$ cat config.mk
export PLATFORM = sky130hd
export DESIGN_NAME = gc_send
export DESIGN_NICKNAME = d
export VERILOG_FILES = /design/src/rtl/gc_send.sv
export SDC_FILE = /design/constraint.sdc
export NUM_CORES = 1
export LEC_CHECK = 0
export ABC_AREA = 1
export CAP_MARGIN = 20
export CORE_MARGIN = 2
export CORE_UTILIZATION = 45
export CTS_BUF_LIST = sky130_fd_sc_hd__clkbuf_16
export DETAILED_ROUTE_END_ITERATION = 16
export HOLD_SLACK_MARGIN = 0.15
export PLACE_DENSITY = 0.78
export SYNTH_ARGS = -nofsm -noshare
export SYNTH_HDL_FRONTEND = slang
export SYNTH_SLANG_ARGS = --single-unit
$ cat constraint.sdc
create_clock -name clk -period 1.6 [get_ports clk]
set_input_delay 0.32 -clock clk [delete_from_list [all_inputs] [get_ports clk]]
set_output_delay 0.32 -clock clk [all_outputs]
set_load 0.01 [all_outputs]
$ cat src/rtl/gc_send.sv
// -----------------------------------------------------------------------------
// gc_send -- controller-side command frame transmitter.
//
// Serialises an 8- or 24-bit command onto an open-drain line. Every data bit
// lasts four quarter periods and starts low: a '0' stays low for three
// quarters, a '1' for one. A one-quarter low stop bit closes the frame.
//
// Ports
//   clk       in   system clock, rising-edge
//   rst       in   synchronous active-high reset
//   start     in   one-cycle frame request (ignored while busy or in done cycle)
//   cmd       in   [23:0] command, MSB first
//   long_cmd  in   1: send cmd[23:0], 0: send cmd[23:16]
//   data_oe   out  1 pulls the line low, 0 releases it
//   send      out  high for the whole frame, masks the receiver
//   busy      out  frame in progress
//   done      out  one-cycle pulse when the frame ends
// -----------------------------------------------------------------------------
module gc_send #(
  parameter int QUARTER = 100
) (
  input  logic        clk,
  input  logic        rst,
  input  logic        start,
  input  logic [23:0] cmd,
  input  logic        long_cmd,
  output logic        data_oe,
  output logic        send,
  output logic        busy,
  output logic        done
);

  localparam int CW = $clog2(3 * QUARTER + 1);

  // Phase lengths are loaded as "length - 1" and counted down to zero.
  localparam logic [CW-1:0] CNT_SHORT = CW'(QUARTER - 1);
  localparam logic [CW-1:0] CNT_LONG  = CW'(3 * QUARTER - 1);

  typedef enum logic [1:0] {
    IDLE     = 2'd0,
    BIT_LOW  = 2'd1,
    BIT_HIGH = 2'd2,
    STOP_LOW = 2'd3
  } state_e;

  state_e        state_q, state_d;
  logic [CW-1:0] cnt_q,   cnt_d;
  logic [4:0]    bits_q,  bits_d;    // bits still to send after the current one
  logic [23:0]   shift_q, shift_d;   // current bit is always shift_q[23]

  logic data_oe_q, data_oe_d;
  logic send_q,    send_d;
  logic busy_q,    busy_d;
  logic done_q,    done_d;

  logic expire;
  assign expire = (cnt_q == '0);

  // ---------------------------------------------------------------------------
  // State register
  // ---------------------------------------------------------------------------
  // NOTE: sequential state uses non-blocking assignments so every register
  // samples the pre-edge values of the others.
  always_ff @(posedge clk) begin
    if (rst) begin
      state_q   <= IDLE;
      cnt_q     <= '0;
      bits_q    <= '0;
      shift_q   <= '0;
      data_oe_q <= 1'b0;
      send_q    <= 1'b0;
      busy_q    <= 1'b0;
      done_q    <= 1'b0;
    end else begin
      state_q   <= state_d;
      cnt_q     <= cnt_d;
      bits_q    <= bits_d;
      shift_q   <= shift_d;
      data_oe_q <= data_oe_d;
      send_q    <= send_d;
      busy_q    <= busy_d;
      done_q    <= done_d;
    end
  end

  // ---------------------------------------------------------------------------
  // Next-state logic
  // ---------------------------------------------------------------------------
  always_comb begin
    // NOTE: defaults first so no path through the case leaves a variable
    // unassigned, which would infer a latch.
    state_d = state_q;
    cnt_d   = cnt_q;
    bits_d  = bits_q;
    shift_d = shift_q;

    unique case (state_q)
      IDLE: begin
        // done_q marks the cycle right after a frame; a start there is dropped.
        if (start && !done_q) begin
          state_d = BIT_LOW;
          shift_d = cmd;
          bits_d  = long_cmd ? 5'd23 : 5'd7;
          cnt_d   = cmd[23] ? CNT_SHORT : CNT_LONG;
        end
      end

      BIT_LOW: begin
        if (expire) begin
          state_d = BIT_HIGH;
          cnt_d   = shift_q[23] ? CNT_LONG : CNT_SHORT;
        end else begin
          cnt_d = cnt_q - 1'b1;
        end
      end

      BIT_HIGH: begin
        if (expire) begin
          if (bits_q == 5'd0) begin
            state_d = STOP_LOW;
            cnt_d   = CNT_SHORT;
          end else begin
            state_d = BIT_LOW;
            bits_d  = bits_q - 5'd1;
            shift_d = {shift_q[22:0], 1'b0};
            // shift_q[22] is the bit about to become current.
            cnt_d   = shift_q[22] ? CNT_SHORT : CNT_LONG;
          end
        end else begin
          cnt_d = cnt_q - 1'b1;
        end
      end

      STOP_LOW: begin
        if (expire) begin
          state_d = IDLE;
        end else begin
          cnt_d = cnt_q - 1'b1;
        end
      end

      default: state_d = IDLE;
    endcase
  end

  // ---------------------------------------------------------------------------
  // Output logic: decoded from the next state and registered, so data_oe has
  // no combinational path from start or cmd and cannot glitch.
  // ---------------------------------------------------------------------------
  always_comb begin
    data_oe_d = (state_d == BIT_LOW) || (state_d == STOP_LOW);
    busy_d    = (state_d != IDLE);
    send_d    = busy_d;
    done_d    = (state_q == STOP_LOW) && (state_d == IDLE);
  end

  assign data_oe = data_oe_q;
  assign send    = send_q;
  assign busy    = busy_q;
  assign done    = done_q;

endmodule

* Yosys cells after proc, flatten, opt, wreduce, memory -nomap -nowiden
Cells that the tools add are included.
** Storage, ports and cells
- Flip-flop bits (word level) :: 43
- Bits in latches :: 0
- Bits in writable memories :: 0
- Bits in read-only memories :: 0
- Bits of input ports :: 28
- Output and inout port bits :: 4
- Logic and storage cells :: 54
- Memories kept :: 0
** Operators by class
- Add/sub/neg operators :: 2
- $mul :: 0
- Div/mod/pow operators :: 0
- Magnitude comparators :: 0
- Equality and inequality tests :: 9
- Shift operators :: 0
- Muxes and demuxes :: 24
- Bitwise logic cells :: 0
- Reductions and logical operators :: 12
** Operator list (count)
- 2-to-1 mux 24 bit :: 3
- 2-to-1 mux 9 bit :: 8
- case mux 24 bit (2 select lines) :: 1
- case mux 9 bit (4 select lines) :: 1
- 2-to-1 mux 5 bit :: 4
- 2-to-1 mux 2 bit :: 5
- case mux 5 bit (2 select lines) :: 1
- zero test 9 bit :: 1
- subtractor 9 x 1 -> 9 bit (second input constant) :: 1
- inequality test 2 bit (second input constant) :: 4
- case mux 2 bit (4 select lines) :: 1
- == test 2 bit (second input constant) :: 3
- zero test 5 bit :: 1
- subtractor 5 x 1 -> 5 bit (second input constant) :: 1
- == test 2 x 1 -> 1 bit (second input constant) :: 2
- zero test 2 bit :: 2
- AND reduction 4 bit :: 1
- nonzero test 2 bit :: 2
- logical AND 1 bit :: 2
- AND reduction 2 bit :: 1
- zero test 1 bit :: 1
- logical OR 1 bit :: 1

* Depth between registers and ports, before layout
Gate-level depths: netlist of run 1.
- Depth in word-level cells :: 6
- Mapped depth :: 12
- Gate-level depth less buffers :: 12

* Worst setup path before layout of run 1
OpenSTA, ideal clock, no wires.
- Kind :: register to register
- Start point :: register cnt_q[0]
- End point :: register bits_q[0]
- Library setup time :: 123 ps
- Arrival time :: 1339 ps
- Required time :: 1477 ps
- Path slack :: 138 ps
- Stages on the path, launching flop included :: 11
- Buffers on the path :: 1
- Clock period less this slack :: 1462 ps
- Cell sequence :: dfxtp_1 inv_1 ha_1 nand2_4 nor2_8 nand2_4 nand2_4 nand2_4 buf_6 o21ai_2 nor2_2
** Between the ends
- Cells in the longest elaborated chain, start to end :: 3
** Ends and longest elaborated chain
- from (decl) :: line 47 : logic [CW-1:0] cnt_q, cnt_d;
- from (signal assigned) :: line 76 : cnt_q <= cnt_d;
- zero test 9 bit :: line 57 : assign expire = (cnt_q == '0);
- inequality test 2 bit (no source line)
- AND reduction 4 bit (no source line)
- to (signal assigned) :: line 77 : bits_q <= bits_d;
- to (decl) :: line 48 : logic [4:0] bits_q, bits_d;
Every way passes these cells.
A chain may end at the register's enable or synchronous reset.

* Final worst setup path of run 1
- Start point :: register done_q (netlist: done)
- End point :: output done
** RTL lines
- from (decl) :: line 54 : logic done_q, done_d;
- from (signal assigned) :: line 82 : done_q <= done_d;
- to (decl) :: line 30 : output logic done
No word-level cell between the ends.

==> flow_summary_export.csv, run 1 <==
group,metric,value,unit
run_status,status,"complete, no violations",
worst_setup_path,critPathArrivalTime,1.19,ns
worst_setup_path,setup.worst_path.end_class,"primary output",
sta,min_period_over_period,0.946,
synthesis,yosys.area.top_type_share,0.374,
min_path,min_path_type,"flip-flop to flip-flop",
detailed_routing,via_count,2288,
detailed_routing,drt-total-wl,5.34,mm
sta,worst_slew_margin_rel,0.723,
layout,area_growth_syn_to_layout,30.6,%
synthesis,xor_xnor_share_of_the_synthesized_area,0.00760,
synthesis,ys.flop_type,"dfxtp_1",
sta,setup_viol,0,
global_route,wire_length_of_the_first_global_routing_pass,8.55,mm
floorplanning,count_of_standard_cell_rows,26,
global_route,global_route_usage_sum,0.191,
global_route,number_of_antenna_violations_at_the_first_check_in_global_routing,0,
clocking,path_clk_slew,0.07,ns
power_and_ir_drop,power.switching_fraction,0.311,
worst_setup_path,timing.critical_path.required,1.28,ns
clocking,root_buffer,"clkbuf_16",
power_and_ir_drop,int_pwr,2.60,mW
global_route,overflow,0,
floorplanning,initial_cell_density_of_the_core,0.460,
worst_setup_path,buf_inv_on_cp,1,
synthesis,register_area_share_after_synthesis,0.374,
layout,final_cells,467,
clocking,cts_hold_buffers,0,
detailed_routing,drt-vias-per-instance,4.90,
worst_setup_path,worst-setup-path-type,"flip-flop to primary output",
worst_setup_path,crit_path_cell_trace,"clkdlybuf4s50_1",
power_and_ir_drop,power.combinational.fraction,0.290,
layout,finish.net_count,427,
power_and_ir_drop,sequentialPowerShare,0.354,
detailed_routing,post-route-drc-count,0,
synthesis,synth_compound_gate_area_share,0.115,
sta,final_period_minus_worst_setup_slack,1.51,ns
global_route,first_global_vias,1948,
power_and_ir_drop,power.static_leakage,1.40,nW
clocking,cts_sinks,43,
synthesis,combinational_family_with_the_most_area_after_synthesis,"simple AND/OR/NAND/NOR gates",
worst_setup_path,critical_path.top_delay_family,"buffers and inverters",
place,place_hpwl,3.68,mm
clocking,cts.htree.levels,2,
synthesis,avg_cell_area_syn,6.58,sq um
layout,antenna-diode-count,0,
sta,max_clock_freq,661,MHz
worst_setup_path,critical-path-slowest-cell,"clkdlybuf4s50_1",
place,portBuffers,31,
synthesis,ys.warnings.count,0,
detailed_routing,drtAntennaViolNets,0,
clocking,cts_inserted_buffers,5,
floorplanning,core-area,0.00501,sq mm
power_and_ir_drop,power_density_over_cell_area,1250,mW/mm^2
synthesis,post_synth_num_cell_types,29,
synthesis,post-synth-top-area-cell,"dfxtp_1",
sta,finalHoldViolations,0,
floorplanning,io_pins,32,
floorplanning,area_enclosed_by_the_die_boundary,0.00571,sq mm
clocking,clock_insertion_delay_worst_skew,0.29,ns
floorplanning,floorplan.die.height,75.6,um
worst_setup_path,critical_path.max_stage_delay,0.56,ns
synthesis,synth_edf_count,0,
synthesis,synth_most_common_cell,"nand2_1",
synthesis,synth.top_cells.by_area,"dfxtp_1, nand2_1, nor2_1",
sta,finalMaxSlewViolations,0,
run,max-cap-violations,0,
synthesis,post_synth_mux_area_share,0,
sta,finClkSkew,0.00505,ns
power_and_ir_drop,power.switching,1.17,mW
power_and_ir_drop,total_power,3.77,mW
floorplanning,chipWidth,75.6,um
layout,post_route_cells_drive_above_1_share,0.146,
synthesis,postSynthCellCount,350,
place,place.gp.congestion,0.930,
synthesis,syn-cell-area,0.00230,sq mm
clocking,clk_buf_depth,2,
detailed_routing,wire_per_inst,11.4,um
power_and_ir_drop,peakVddDrop,0.000642,V
worst_setup_path,worst-path-max-fanout,3,
clocking,clock_tree_from_tritoncts,"built",
sta,worst-slew-pin-transition,0.415,ns
synthesis,syn-num-nets,381,
detailed_routing,drt-initial-drc-count,110,
synthesis,number_of_register_bits_inferred_by_synthesis,43,
place,dp.cells,455,
synthesis,synth-adder-area-share,0.0163,
worst_setup_path,critPathLaunchType,"flip-flop",
global_route,grt_max_degree,27,
synthesis,synth.cells.most_frequent,"nand2_1, nor2_1, dfxtp_1, o21ai_1, inv_1",
detailed_routing,drt_first_pass_iters,4,
synthesis,yosys.area_share.simple,0.394,
power_and_ir_drop,power.clock.fraction,0.356,
synthesis,postSynth.asyncResetShare,0,
cell type report:
cell class	instances	area (sq um)
fillers	464	2000
well taps	70	87.6
multi-input cells	265	1260
clock inverters	3	67.6
inverters	27	109
clock buffers	5	125
flip-flops and latches	43	863
repair buffers	54	495
stage by stage:
step                 util  area (sq um)  TNS [ns]  hold WS, ns  setup WS [ns]
floorplan               -          2300         0        0.422          0.138
global placement    0.548          2750     -4.30        0.435         -0.153
detailed placement  0.548          2750     -5.22        0.441         -0.184
CTS                 0.587          2940         0        0.450        0.00445
global route        0.601          3010    -0.172        0.477        -0.0336
finish              0.601          3010         0        0.445         0.0862
per-layer routing:
| metal | up-vias | global-route usage | part of all wire |
|---|---|---|---|
| li1 | 1196 | - | - |
| met1 | 1020 | 0.257 | 0.47 |
| met2 | 63 | 0.312 | 0.47 |
| met3 | 9 | 0.0331 | 0.046 |
| met4 | 0 | 0.0663 | 0.017 |
| met5 | - | 0 | 0 |
timing repair:
item / in CTS / in global routing
endpoints found under the setup margin: 0 / 36
buffers inserted: 0 / 4
resized for setup: 0 / 10
cell families (layout without fill, tap and decap cells):
logic type / count (synthesis) / after routing
simple gates: 208 / 208
flops: 43 / 43
compound gates: 52 / 52
buf+inv: 42 / 89
xor+xnor: 2 / 2
fa+ha+maj: 3 / 3
cell usage in the layout (no fill, tap or decap):
cell type,n
a21oi_1,14
and3_1,1
buf_12,1
buf_4,22
bufinv_16,2
clkbuf_16,5
clkdlybuf4s50_1,31
clkinvlp_4,1
dfxtp_1,41
dfxtp_2,2
ha_1,2
ha_4,1
inv_1,23
inv_2,3
inv_8,1
nand2_1,107
nand2_2,3
nand2_4,4
nand2_8,1
nand3_1,19
nand3_2,1
nand3b_1,1
nand4_1,1
nor2_1,57
nor2_2,4
nor2_4,2
nor2_8,1
nor3_1,3
nor3_2,1
o21ai_0,11
o21ai_1,26
o21ai_2,1
or2_2,2
xor2_1,2
path summary, 6_finish.rpt:
kind / from / end / slack, ns / cells after the start
worst max-delay path: done$_SDFF_PP0_ / done / 0.09 / 1
worst min-delay path: cnt_q[0]$_SDFFE_PP0P_ / cnt_q[0]$_SDFFE_PP0P_ / 0.45 / 1
worst max register to register: bits_q[0]$_SDFFE_PP0P_ / shift_q[0]$_SDFFE_PP0P_ / 0.09 / 11
worst min register to register: cnt_q[0]$_SDFFE_PP0P_ / cnt_q[0]$_SDFFE_PP0P_ / 0.45 / 1
sequential cells by signal, indices dropped and copies added, names as in the netlist:
register and cells:
done 1, data_oe 1, state_q 2, cnt_q 9
busy 1, bits_q 5, shift_q 24
power groups by stage:
stage	registers [mW]	clock network, mW	logic (mW)
after global placement	1.35	0	0.992
after floorplan	1.33	0	0.743
after detailed placement	1.35	0	1.02
final	1.34	1.34	1.09
after CTS	1.33	1.34	1.03
after global routing	1.36	1.38	1.22
Note: power is estimated with default switching activity, not from simulation.
==> inputs of run 2 (changes only) <==
--- a/config.mk
+++ b/config.mk
@@ -11,8 +11,10 @@
 export CORE_UTILIZATION = 45
 export CTS_BUF_LIST = sky130_fd_sc_hd__clkbuf_16
 export DETAILED_ROUTE_END_ITERATION = 16
+export GPL_TIMING_DRIVEN = 0
 export HOLD_SLACK_MARGIN = 0.15
 export PLACE_DENSITY = 0.78
+export SLEW_MARGIN = 25
 export SYNTH_ARGS = -nofsm -noshare
 export SYNTH_HDL_FRONTEND = slang
 export SYNTH_SLANG_ARGS = --single-unit
==> flow_summary_export.csv, run 2 (synthesis gave the netlist of run 1 again) <==
group,metric,value,unit
worst_setup_path,ff2ff_setup_slack,0.06,ns
detailed_routing,post-route-drc-count,0,
sta,min_period_over_period,0.974,
layout,area_growth_syn_to_layout,30.8,%
place,place.gp.congestion,0.898,
layout,area.sequential,865,sq um
sta,hold_slack,0.443,ns
clocking,clock_insertion_delay_worst_skew,0.28,ns
detailed_routing,via_count,2348,
sta,finalMaxSlewViolations,0,
floorplanning,count_of_standard_cell_rows,26,
power_and_ir_drop,int_pwr,2.30,mW
worst_setup_path,setup.worst_path.end_class,"primary output",
sta,worst_slew_margin_rel,0.670,
sta,setup_viol,0,
run,max-cap-violations,0,
worst_setup_path,worst-path-max-fanout,2,
worst_setup_path,critPathLaunchType,"flip-flop",
layout,final_common_cell,"nand2_1",
global_route,overflow,0,
place,place_worst_setup_slack,-0.193,ns
floorplanning,floorplan.die.height,75.6,um
worst_setup_path,timing.critical_path.required,1.28,ns
power_and_ir_drop,sequentialPowerShare,0.389,
layout,final_cells,464,
place,placed_cell_area,0.00269,sq mm
layout,multiInputGateArea,0.00132,sq mm
clocking,clk_buf_depth,2,
power_and_ir_drop,power.static_leakage,1.37,nW
global_route,global_route_usage_sum,0.208,
sta,finClkSkew,0.00631,ns
layout,finish.net_count,426,
worst_setup_path,worst-setup-path-type,"flip-flop to primary output",
floorplanning,io_pins,32,
layout,antenna-diode-count,0,
min_path,whs_endpoint,"bits_q[0]$_SDFFE_PP0P_",
worst_setup_path,worst_r2r_startpoint,"cnt_q[5]$_SDFFE_PP0P_",
floorplanning,initial_cell_density_of_the_core,0.460,
global_route,grt_max_degree,12,
detailed_routing,drt-total-wl,5.88,mm
sta,worst_slack,0.0420,ns
global_route,first_global_vias,2094,
clocking,cts_inserted_buffers,5,
global_route,number_of_antenna_violations_at_the_first_check_in_global_routing,0,
run_status,status,"complete, no violations",
worst_setup_path,critPathLaunch,"busy$_SDFF_PP0_",
layout,most_frequent_cells_in_the_layout,"nand2_1, nor2_1, dfxtp_1, clkdlybuf4s50_1, o21ai_1",
floorplanning,area_enclosed_by_the_die_boundary,0.00571,sq mm
clocking,cts.htree.levels,2,
sta,worst-slew-pin-transition,0.495,ns
place,dp.cells,450,
layout,registers_with_the_highest_flip_flop_counts,"shift_q x24, cnt_q x9, bits_q x5",
clocking,root_buffer,"clkbuf_16",
place,portBuffers,30,
sta,final_period_minus_worst_setup_slack,1.56,ns
floorplanning,core-area,0.00501,sq mm
detailed_routing,drtAntennaViolNets,0,
detailed_routing,wire_per_inst,12.7,um
worst_setup_path,regToRegEndpoint,"shift_q[2]$_SDFFE_PP0P_",
power_and_ir_drop,power_density_over_cell_area,1150,mW/mm^2
layout,finalInstanceArea,0.00301,sq mm
global_route,wire_length_of_the_first_global_routing_pass,9.12,mm
layout,largest_register_by_flop_count,"shift_q",
power_and_ir_drop,power.combinational.fraction,0.341,
power_and_ir_drop,power.switching_fraction,0.336,
min_path,min_path_type,"primary input to flip-flop",
layout,post_route_cells_drive_above_1_share,0.178,
layout,fillers,480,
worst_setup_path,critPathArrivalTime,1.24,ns
detailed_routing,drt-initial-drc-count,137,
power_and_ir_drop,peakVddDrop,0.000735,V
detailed_routing,drt-vias-per-instance,5.06,
power_and_ir_drop,power.switching,1.16,mW
clocking,clock_tree_from_tritoncts,"built",
worst_setup_path,timing.reg2reg.worst_path_depth,9,
clocking,path_clk_slew,0.05,ns
floorplanning,chipWidth,75.6,um
min_path,hold_path.startpoint,"rst",
min_path,timing.hold.worst_path_depth,2,
sta,setup_total_negative_slack,0,ns
clocking,cts_sinks,43,
layout,max_ffs_per_register,24,
sta,max_clock_freq,642,MHz
sta,finalHoldViolations,0,
detailed_routing,drt_first_pass_iters,4,
power_and_ir_drop,power.clock.fraction,0.269,
place,place_hpwl,3.86,mm
## run 2: layout make-up
type | count | share of cell area
clock buffers | 5 | 0.0415
plain buffers | 15 | 0.0407
clock inverters | 1 | 0.00125
multi-input cells | 265 | 0.438
repair buffers | 38 | 0.125
inverters | 27 | 0.0369
well taps | 70 | 0.0291
flip-flops and latches | 43 | 0.287
## run 2: worst max path at each step
stage | end | slack [ns] | depth (start not counted)
6_report | send | 0.04 | 2
4_1_cts | cnt_q[0]$_SDFFE_PP0P_ | 0.004 | 9
5_1_grt | shift_q[2]$_SDFFE_PP0P_ | -0.004 | 10
2_1_floorplan | bits_q[0]$_SDFFE_PP0P_ | 0.14 | 10
3_5_place_dp | cnt_q[6]$_SDFFE_PP0P_ | -0.19 | 7
3_3_place_gp | cnt_q[6]$_SDFFE_PP0P_ | -0.15 | 7
## run 2: per-layer routing
metal  part of all wire  vias to the layer above  track usage
met4              0.020                        0       0.0702
met5                  0                        -            0
met2               0.49                       68        0.354
met3              0.052                       13       0.0450
met1               0.44                     1079        0.261
li1                   -                     1188            -
## run 2: worst max-delay path, stage by stage (launching register included)
cell and delay [ns]:
dfxtp_1 0.34, buf_4 0.11, clkdlybuf4s50_1 0.52
## run 2: power by group through the flow
stage	Clock [mW]	Combinational (mW)	Sequential, mW
6_report	0.935	1.18	1.35
5_1_grt	0.981	1.31	1.37
4_1_cts	0.953	1.01	1.34
3_5_place_dp	0	0.981	1.35
3_3_place_gp	0	0.956	1.35
2_1_floorplan	0	0.743	1.33
## run 2: repair_timing
action / in CTS / in global routing
hold buffers: 0 / 0
setup endpoints to repair: 31 / 33
setup buffers: 0 / 7
pin swaps: 1 / 7
gates resized for setup: 6 / 30
hold endpoints to repair: 0 / 0
cloned: 0 / 1
## run 2: metrics by stage
stage | utilization | total power [mW]
after detailed placement | 0.537 | 2.34
after global routing | 0.602 | 3.66
after floorplan | - | 2.08
final | 0.602 | 3.47
after CTS | 0.567 | 3.30
after global placement | 0.537 | 2.30
